File: src/rtl/mem_port_arbiter.sv
// mem_port_arbiter: shares one RAM port between instruction fetch (IF) and
// data access (MEM). Grants one requester at a time, runs a ready-handshake
// access, returns a one-cycle ack and aborts accesses the RAM never completes.
// Optional feature macro: ARB_RR_EN selects round-robin arbitration on
// contention; without it MEM has fixed priority over IF.
module mem_port_arbiter #(
  parameter int AW      = 32,
  parameter int DW      = 32,
  parameter int TIMEOUT = 255
) (
  input  logic          i_clk,
  input  logic          i_rst,
  input  logic          i_if_req,
  input  logic [AW-1:0] i_if_addr,
  output logic [DW-1:0] o_if_rdata,
  output logic          o_if_ack,
  input  logic          i_mem_req,
  input  logic          i_mem_we,
  input  logic [AW-1:0] i_mem_addr,
  input  logic [DW-1:0] i_mem_wdata,
  output logic [DW-1:0] o_mem_rdata,
  output logic          o_mem_ack,
  output logic          o_stall_if,
  output logic          o_stall_mem,
  output logic          o_ram_en,
  output logic          o_ram_we,
  output logic [AW-1:0] o_ram_addr,
  output logic [DW-1:0] o_ram_wdata,
  input  logic [DW-1:0] i_ram_rdata,
  input  logic          i_ram_ready,
  output logic          o_err
);

  typedef enum logic [1:0] {
    IDLE     = 2'd0,
    BUSY_IF  = 2'd1,
    BUSY_MEM = 2'd2
  } state_t;

  // Last BUSY cycle that may still complete; reaching it without ready aborts.
  localparam logic [7:0] CNT_LAST = 8'(TIMEOUT - 1);

  state_t        state_reg, state_next;
  logic [7:0]    cnt_reg, cnt_next;
  logic          ram_en_reg, ram_en_next;
  logic          ram_we_reg, ram_we_next;
  logic [AW-1:0] ram_addr_reg, ram_addr_next;
  logic [DW-1:0] ram_wdata_reg, ram_wdata_next;
  logic [DW-1:0] if_rdata_reg, if_rdata_next;
  logic [DW-1:0] mem_rdata_reg, mem_rdata_next;
  logic          if_ack_reg, if_ack_next;
  logic          mem_ack_reg, mem_ack_next;
  logic          err_reg, err_next;

  logic          if_elig, mem_elig, mem_wins, grant_mem, grant_if;

  // A port in its ack cycle is masked so a held request is not served twice.
  assign if_elig  = i_if_req  & ~if_ack_reg;
  assign mem_elig = i_mem_req & ~mem_ack_reg;

`ifdef ARB_RR_EN
  logic last_mem_reg, last_mem_next;

  assign mem_wins = ~last_mem_reg;

  // Remember which port was granted last; the other one wins the next tie.
  always_comb begin
    last_mem_next = last_mem_reg;
    if (grant_mem)
      last_mem_next = 1'b1;
    else if (grant_if)
      last_mem_next = 1'b0;
  end

  // Pointer register; out of reset MEM wins the first contention.
  always_ff @(posedge i_clk or posedge i_rst) begin
    if (i_rst)
      last_mem_reg <= 1'b0;
    else
      last_mem_reg <= last_mem_next;
  end
`else
  // MEM carries the older instruction, so it always wins a tie.
  assign mem_wins = 1'b1;
`endif

  assign grant_mem = (state_reg == IDLE) & mem_elig & (~if_elig | mem_wins);
  assign grant_if  = (state_reg == IDLE) & if_elig & ~grant_mem;

  // Next-state and registered-output logic.
  always_comb begin
    state_next     = state_reg;
    cnt_next       = cnt_reg;
    ram_en_next    = ram_en_reg;
    ram_we_next    = ram_we_reg;
    ram_addr_next  = ram_addr_reg;
    ram_wdata_next = ram_wdata_reg;
    if_rdata_next  = if_rdata_reg;
    mem_rdata_next = mem_rdata_reg;
    if_ack_next    = 1'b0;
    mem_ack_next   = 1'b0;
    err_next       = 1'b0;

    case (state_reg)
      IDLE: begin
        // i_ram_ready is deliberately ignored here.
        if (grant_mem) begin
          state_next     = BUSY_MEM;
          cnt_next       = 8'd0;
          ram_en_next    = 1'b1;
          ram_we_next    = i_mem_we;
          ram_addr_next  = i_mem_addr;
          ram_wdata_next = i_mem_wdata;
        end else if (grant_if) begin
          state_next    = BUSY_IF;
          cnt_next      = 8'd0;
          ram_en_next   = 1'b1;
          ram_we_next   = 1'b0;
          ram_addr_next = i_if_addr;
        end
      end

      BUSY_IF, BUSY_MEM: begin
        if (i_ram_ready) begin
          // Normal completion; a write leaves the rdata output untouched.
          state_next  = IDLE;
          ram_en_next = 1'b0;
          if (state_reg == BUSY_MEM) begin
            mem_ack_next = 1'b1;
            if (!ram_we_reg)
              mem_rdata_next = i_ram_rdata;
          end else begin
            if_ack_next   = 1'b1;
            if_rdata_next = i_ram_rdata;
          end
        end else if (cnt_reg == CNT_LAST) begin
          // Watchdog abort: ack with error and zeroed data.
          state_next  = IDLE;
          ram_en_next = 1'b0;
          err_next    = 1'b1;
          if (state_reg == BUSY_MEM) begin
            mem_ack_next   = 1'b1;
            mem_rdata_next = '0;
          end else begin
            if_ack_next   = 1'b1;
            if_rdata_next = '0;
          end
        end else begin
          cnt_next = cnt_reg + 8'd1;
        end
      end

      default: state_next = IDLE;
    endcase
  end

  // State, counter and output registers; reset aborts any access silently.
  always_ff @(posedge i_clk or posedge i_rst) begin
    if (i_rst) begin
      state_reg     <= IDLE;
      cnt_reg       <= 8'd0;
      ram_en_reg    <= 1'b0;
      ram_we_reg    <= 1'b0;
      ram_addr_reg  <= '0;
      ram_wdata_reg <= '0;
      if_rdata_reg  <= '0;
      mem_rdata_reg <= '0;
      if_ack_reg    <= 1'b0;
      mem_ack_reg   <= 1'b0;
      err_reg       <= 1'b0;
    end else begin
      state_reg     <= state_next;
      cnt_reg       <= cnt_next;
      ram_en_reg    <= ram_en_next;
      ram_we_reg    <= ram_we_next;
      ram_addr_reg  <= ram_addr_next;
      ram_wdata_reg <= ram_wdata_next;
      if_rdata_reg  <= if_rdata_next;
      mem_rdata_reg <= mem_rdata_next;
      if_ack_reg    <= if_ack_next;
      mem_ack_reg   <= mem_ack_next;
      err_reg       <= err_next;
    end
  end

  assign o_ram_en    = ram_en_reg;
  assign o_ram_we    = ram_we_reg;
  assign o_ram_addr  = ram_addr_reg;
  assign o_ram_wdata = ram_wdata_reg;
  assign o_if_rdata  = if_rdata_reg;
  assign o_mem_rdata = mem_rdata_reg;
  assign o_if_ack    = if_ack_reg;
  assign o_mem_ack   = mem_ack_reg;
  assign o_err       = err_reg;

  // Stalls freeze a stage from its request's first cycle up to its ack.
  assign o_stall_if  = i_if_req  & ~if_ack_reg;
  assign o_stall_mem = i_mem_req & ~mem_ack_reg;

endmodule

File: config.mk
export PLATFORM = sky130hd
export DESIGN_NAME = mem_port_arbiter
export DESIGN_NICKNAME = d
export VERILOG_FILES = /design/src/rtl/mem_port_arbiter.sv
export SDC_FILE = /design/constraint.sdc
export NUM_CORES = 1
export LEC_CHECK = 0
export CORE_UTILIZATION = 42
export CTS_CLUSTER_SIZE = 30
export DETAILED_ROUTE_END_ITERATION = 6
export GPL_TIMING_DRIVEN = 1
export PLACE_DENSITY_LB_ADDON = 0.05
export SYNTH_ARGS = -nofsm -noshare
export SYNTH_HDL_FRONTEND = slang
export SYNTH_SLANG_ARGS = --single-unit
File: constraint.sdc
create_clock -name i_clk -period 5.5 [get_ports i_clk]
set_clock_uncertainty 0.15 [all_clocks]
set_input_delay 0.825 -clock i_clk [delete_from_list [all_inputs] [get_ports i_clk]]
set_output_delay 0.825 -clock i_clk [all_outputs]
set_load 0.005 [all_outputs]
# Yosys cells after proc, flatten, opt, wreduce, memory -nomap -nowiden
# Index checks and enable logic that the tools add are counted.
[op_classes] n_reduce_logical=12 n_mux=39 bitwise_logic=9 addsub=1 eq_ne=8
[ops] op="32-bit two-way mux" count=11
[ops] op="8-bit two-way mux" count=4
[ops] op="1-bit two-way mux" count=17
[ops] op="8-bit one-hot mux with 2 select lines" count=1
[ops] op="8-bit by 1-bit adder with 8-bit output, second input constant" count=1
[ops] op="8-bit equality test, second input constant" count=1
[ops] op="2-bit two-way mux" count=4
[ops] op="4-bit AND reduction" count=2
[ops] op="2-bit != test, second input constant" count=3
[ops] op="3-bit != test, second input constant" count=2
[ops] op="2-bit AND reduction" count=3
[ops] op="3-bit AND reduction" count=2
[ops] op="2-bit nonzero test" count=3
[ops] op="1-bit bitwise AND" count=5
[ops] op="1-bit NOT" count=4
[ops] op="2-bit one-hot mux with 2 select lines" count=1
[ops] op="2-bit by 1-bit equality test with 1-bit output, second input constant" count=1
[ops] op="2-bit equality test, second input constant" count=1
[ops] op="2-bit zero test" count=1
[ops] op="1-bit one-hot mux with 2 select lines" count=1
[ops] op="2-bit OR reduction" count=1
[word_totals] output_inout_bits=135 wordCells=80 ff_bits=143

# Depth between registers and ports, before layout
[depth] ltp_word=8 mapped_depth=8

# Worst setup path before layout
# OpenSTA, ideal clock, no wires.
[synth_timing] kind="input port to flip-flop" from="input port i_ram_ready" to="register if_rdata_reg[0] (netlist: o_if_rdata[0])" path_stages=7 n_path_buf=3 t_arrival_ns=1.899 slack_ns=3.324 path_cell_list="clkbuf_1 nand2_1 o21ai_2 and2b_1 buf_4 buf_8 mux2_1"
[synth_between] elab_chain_len=2 word_cells_on_any_way=3 classes_between="1 x mux; 2 x reduce/logical"
[synth_rtl] item="from (decl)" line_no="30" source="input logic i_ram_ready,"
[synth_rtl] item="2-bit nonzero test (no source line)"
[synth_rtl] item="3-bit AND reduction (no source line)"
[synth_rtl] item="to (signal assigned)" line_no="178" source="if_rdata_reg <= if_rdata_next;"
[synth_rtl] item="to (decl)" line_no="49" source="logic [DW-1:0] if_rdata_reg, if_rdata_next;"
# Several ways; a longest one is shown, not always the timed one.
# A chain may end at the register's enable or synchronous reset.

# Worst setup path in the final report
[layout_timing] from="input port i_if_req" to="output port o_stall_if"
[layout_between] elab_chain_len=1
[layout_rtl] item="from (decl)" line_no="13" source="input logic i_if_req,"
[layout_rtl] item="1-bit bitwise AND" line_no="197" source="assign o_stall_if = i_if_req & ~if_ack_reg;"
[layout_rtl] item="to (decl)" line_no="23" source="output logic o_stall_if,"
# No other way between the ends.

==> results.yml <==
setup_path:
  path_cells: "clkdlybuf4s50_1 -> nand2b_1 -> inv_1 -> clkdlybuf4s50_1"
  critPathKind: "in2out"
  critPathMaxFanout: 7
  critPathMaxStageDelay_ps: 550
  worstSetupStartpointType: "primary input"
  end_kind: "output pin"
  arrival_ps: 2190
  crit_slowest_cell: "clkdlybuf4s50_1"
  crit_path_frequent_cell: "clkdlybuf4s50_1"
  worst_ep_required_time_ps: 4530
final_layout:
  synthToLayoutAreaGrowth_pct: 56.6
  diodes: 0
  drive_gt1_share_pct: 10.9
  fillers: 1086
  multi_input_area_sq_um: 2100
  regArea_sq_um: 3580
  fin_nets: 907
cts:
  post_cts_buffers: 0
  cts_resized: 0
  clk_path_buf_depth: 2
  clkTransAtPathRegs_ps: 60
  clock_tree.htree_level_count: 4
  cts_sinks: 143
  root_buffer: "clkbuf_16"
  cts_tree: "done"
  numCtsBuffers: 17
  cts_hold_buf: 0
  clk-insertion-delay-late_ps: 410
power:
  peakVddDrop_uv: 278
  internal_power_mw: 3.54
  power_switching_mw: 1.54
  p_comb_share_pct: 42.3
  clkPwrFrac_pct: 22.6
  switching_share_pct: 30.4
  p_leak_nw: 3.92
  seq_power_share_pct: 35.1
  power_density_nw_per_um2: 542
sta:
  post-route-period-util_pct: 57.6
  finalSetupTns_ps: 0
  timing_worst_slew_pin_value_ps: 1110
  period_minus_slack_ps: 3170
  setup_violations: 0
  final-max-slew-violation-count: 0
  postLayoutSetupSlackWorst_ps: 2330
  hold_violations: 0
  fmax_mhz: 316
  rsz0062_at_grt: "false"
  maxSlewHeadroom_pct: 25.7
global_routing:
  grt_start_max_net_pins: 111
  antenna_found_initial: 0
  grt.total_usage_pct: 24.0
  overflow: 0
  grt_pass1_vias: 5227
  grt_pass1_wl_um: 26700
logic_synthesis:
  yosysTopAreaCell: "dfrtp_1"
  synth-edff-count: 0
  netlist_instances: 513
  ys_types: 38
  yosysSeqAreaShare_pct: 59.7
  synth_top_area_share_pct: 59.7
  synthArstFlopShare_pct: 100
  avgSynthCellArea_sq_um: 11.7
  synthesis.area_sq_um: 5990
  ys_seq_elements: 143
  synth_flop_cell: "dfrtp_1"
  synthTopCellsByArea: "dfrtp_1 60%, mux2_2 6.8%, a32o_1 4.5%"
  synth_fp_nets: 651
  yosysWarnings: 0
floorplanning:
  coreArea_sq_um: 13900
  die_area_sq_um: 14700
  die-width_um: 121
  boundaryPins: 269
  start_util_pct: 43.1
  fp.dieH_um: 121
  rows: 43
placement:
  pre_cts_slack_ps: 2150
  dp_hpwl_um: 12100
  place.gp.congestion: 0.819
  portBuffers: 268
route:
  drc_errors: 0
  totalWireLength_um: 17300
  wl_per_cell_um: 18.0
  vias: 5030
  drt_pass1_iterations: 4
  viasPerCell: 5.23
  drtAntennaViolNets: 0
  drtIter0Drc: 317
hold_path:
  min_path_type: "reg2reg"
status:
  status: "complete, no violations"
flow_run:
  drv_cap: 0
[path summary, 6_finish.rpt]
path,slack (ps),cells after the start,end,startpoint
setup / recovery,2330,4,o_stall_if,i_if_req
hold / removal,340,1,o_mem_rdata[11],o_mem_rdata[11]
setup reg to reg,2690,6,o_if_rdata[4],state_reg[1]
hold reg to reg,340,1,o_mem_rdata[11],o_mem_rdata[11]
max in group asynchronous,3240,3,o_ram_wdata[5],i_rst
min in group asynchronous,850,2,o_ram_wdata[6],i_rst
[layer usage]
layer	GRT usage, %	share of wire, %
met5	0	0
met4	9.95	1.8
met3	8.60	9.7
met2	40.4	50
met1	27.5	39
[area by class of cell]
type                    instances  area share (%)
clock buffers                  21            4.91
clock inverters                10            1.47
inverters                      35            1.45
multi-input cells             296            22.4
flip-flops and latches        143            38.2
well taps                     180            2.40
repair buffers                276            29.2
[metrics by stage]
step | utilization, % | hold slack [ps] | power, mW | cell area (sq um) | std cells
final | 67.6 | 340 | 5.09 | 9380 | 961
after global routing | 67.6 | 353 | 5.41 | 9380 | 961
after CTS | 67.6 | 344 | 5.15 | 9380 | 961
after detailed placement | 63.3 | 331 | 3.97 | 8780 | 930
after global placement | 63.3 | 320 | 3.89 | 8780 | 930
after floorplan | - | 333 | 2.71 | 5990 | 513
[placed cells by master (no fill, tap or decap), drive strengths merged, types with 6 or more instances in the layout]
cell / instances
nor2: 36
and2: 7
clkbuf: 21
a31oi: 10
a32o: 27
inv: 35
o22ai: 33
nand2: 34
a21oi: 39
nand2b: 9
buf: 9
clkdlybuf4s50: 267
mux2: 39
dfrtp: 143
a22o: 6
mux2i: 27
o21ai: 7
[cells in the mapped netlist, types with 4 or more instances]
master,count
dfrtp_1,143
a21oi_1,38
mux2_2,36
nor2_1,36
inv_1,34
nand2_1,34
o22ai_1,33
a32o_1,27
mux2i_1,27
clkbuf_1,22
a31oi_1,10
buf_2,9
nand2b_1,9
and2_1,7
a22o_1,6
buf_1,4
ha_1,4
[critical path, delay by kind of cell]
family	cells	cell delay, ps
buf+inv	3	1210
simple gates	1	150
[power by group through the flow]
stage | registers (mW) | clock network, mW | logic (mW)
global route | 1.85 | 1.23 | 2.33
global placement | 1.77 | 0 | 2.12
finish | 1.79 | 1.15 | 2.15
CTS | 1.79 | 1.18 | 2.18
detailed placement | 1.80 | 0 | 2.17
floorplan | 1.80 | 0 | 0.909
[logic make-up after synthesis]
kind of cell    synth area share [%]
buf+inv                         5.33
fa+ha+maj                      0.836
mux                             11.8
simple gates                    7.81
flops                           59.7
compound gates                  14.4
(Power assumes the default switching activity.)
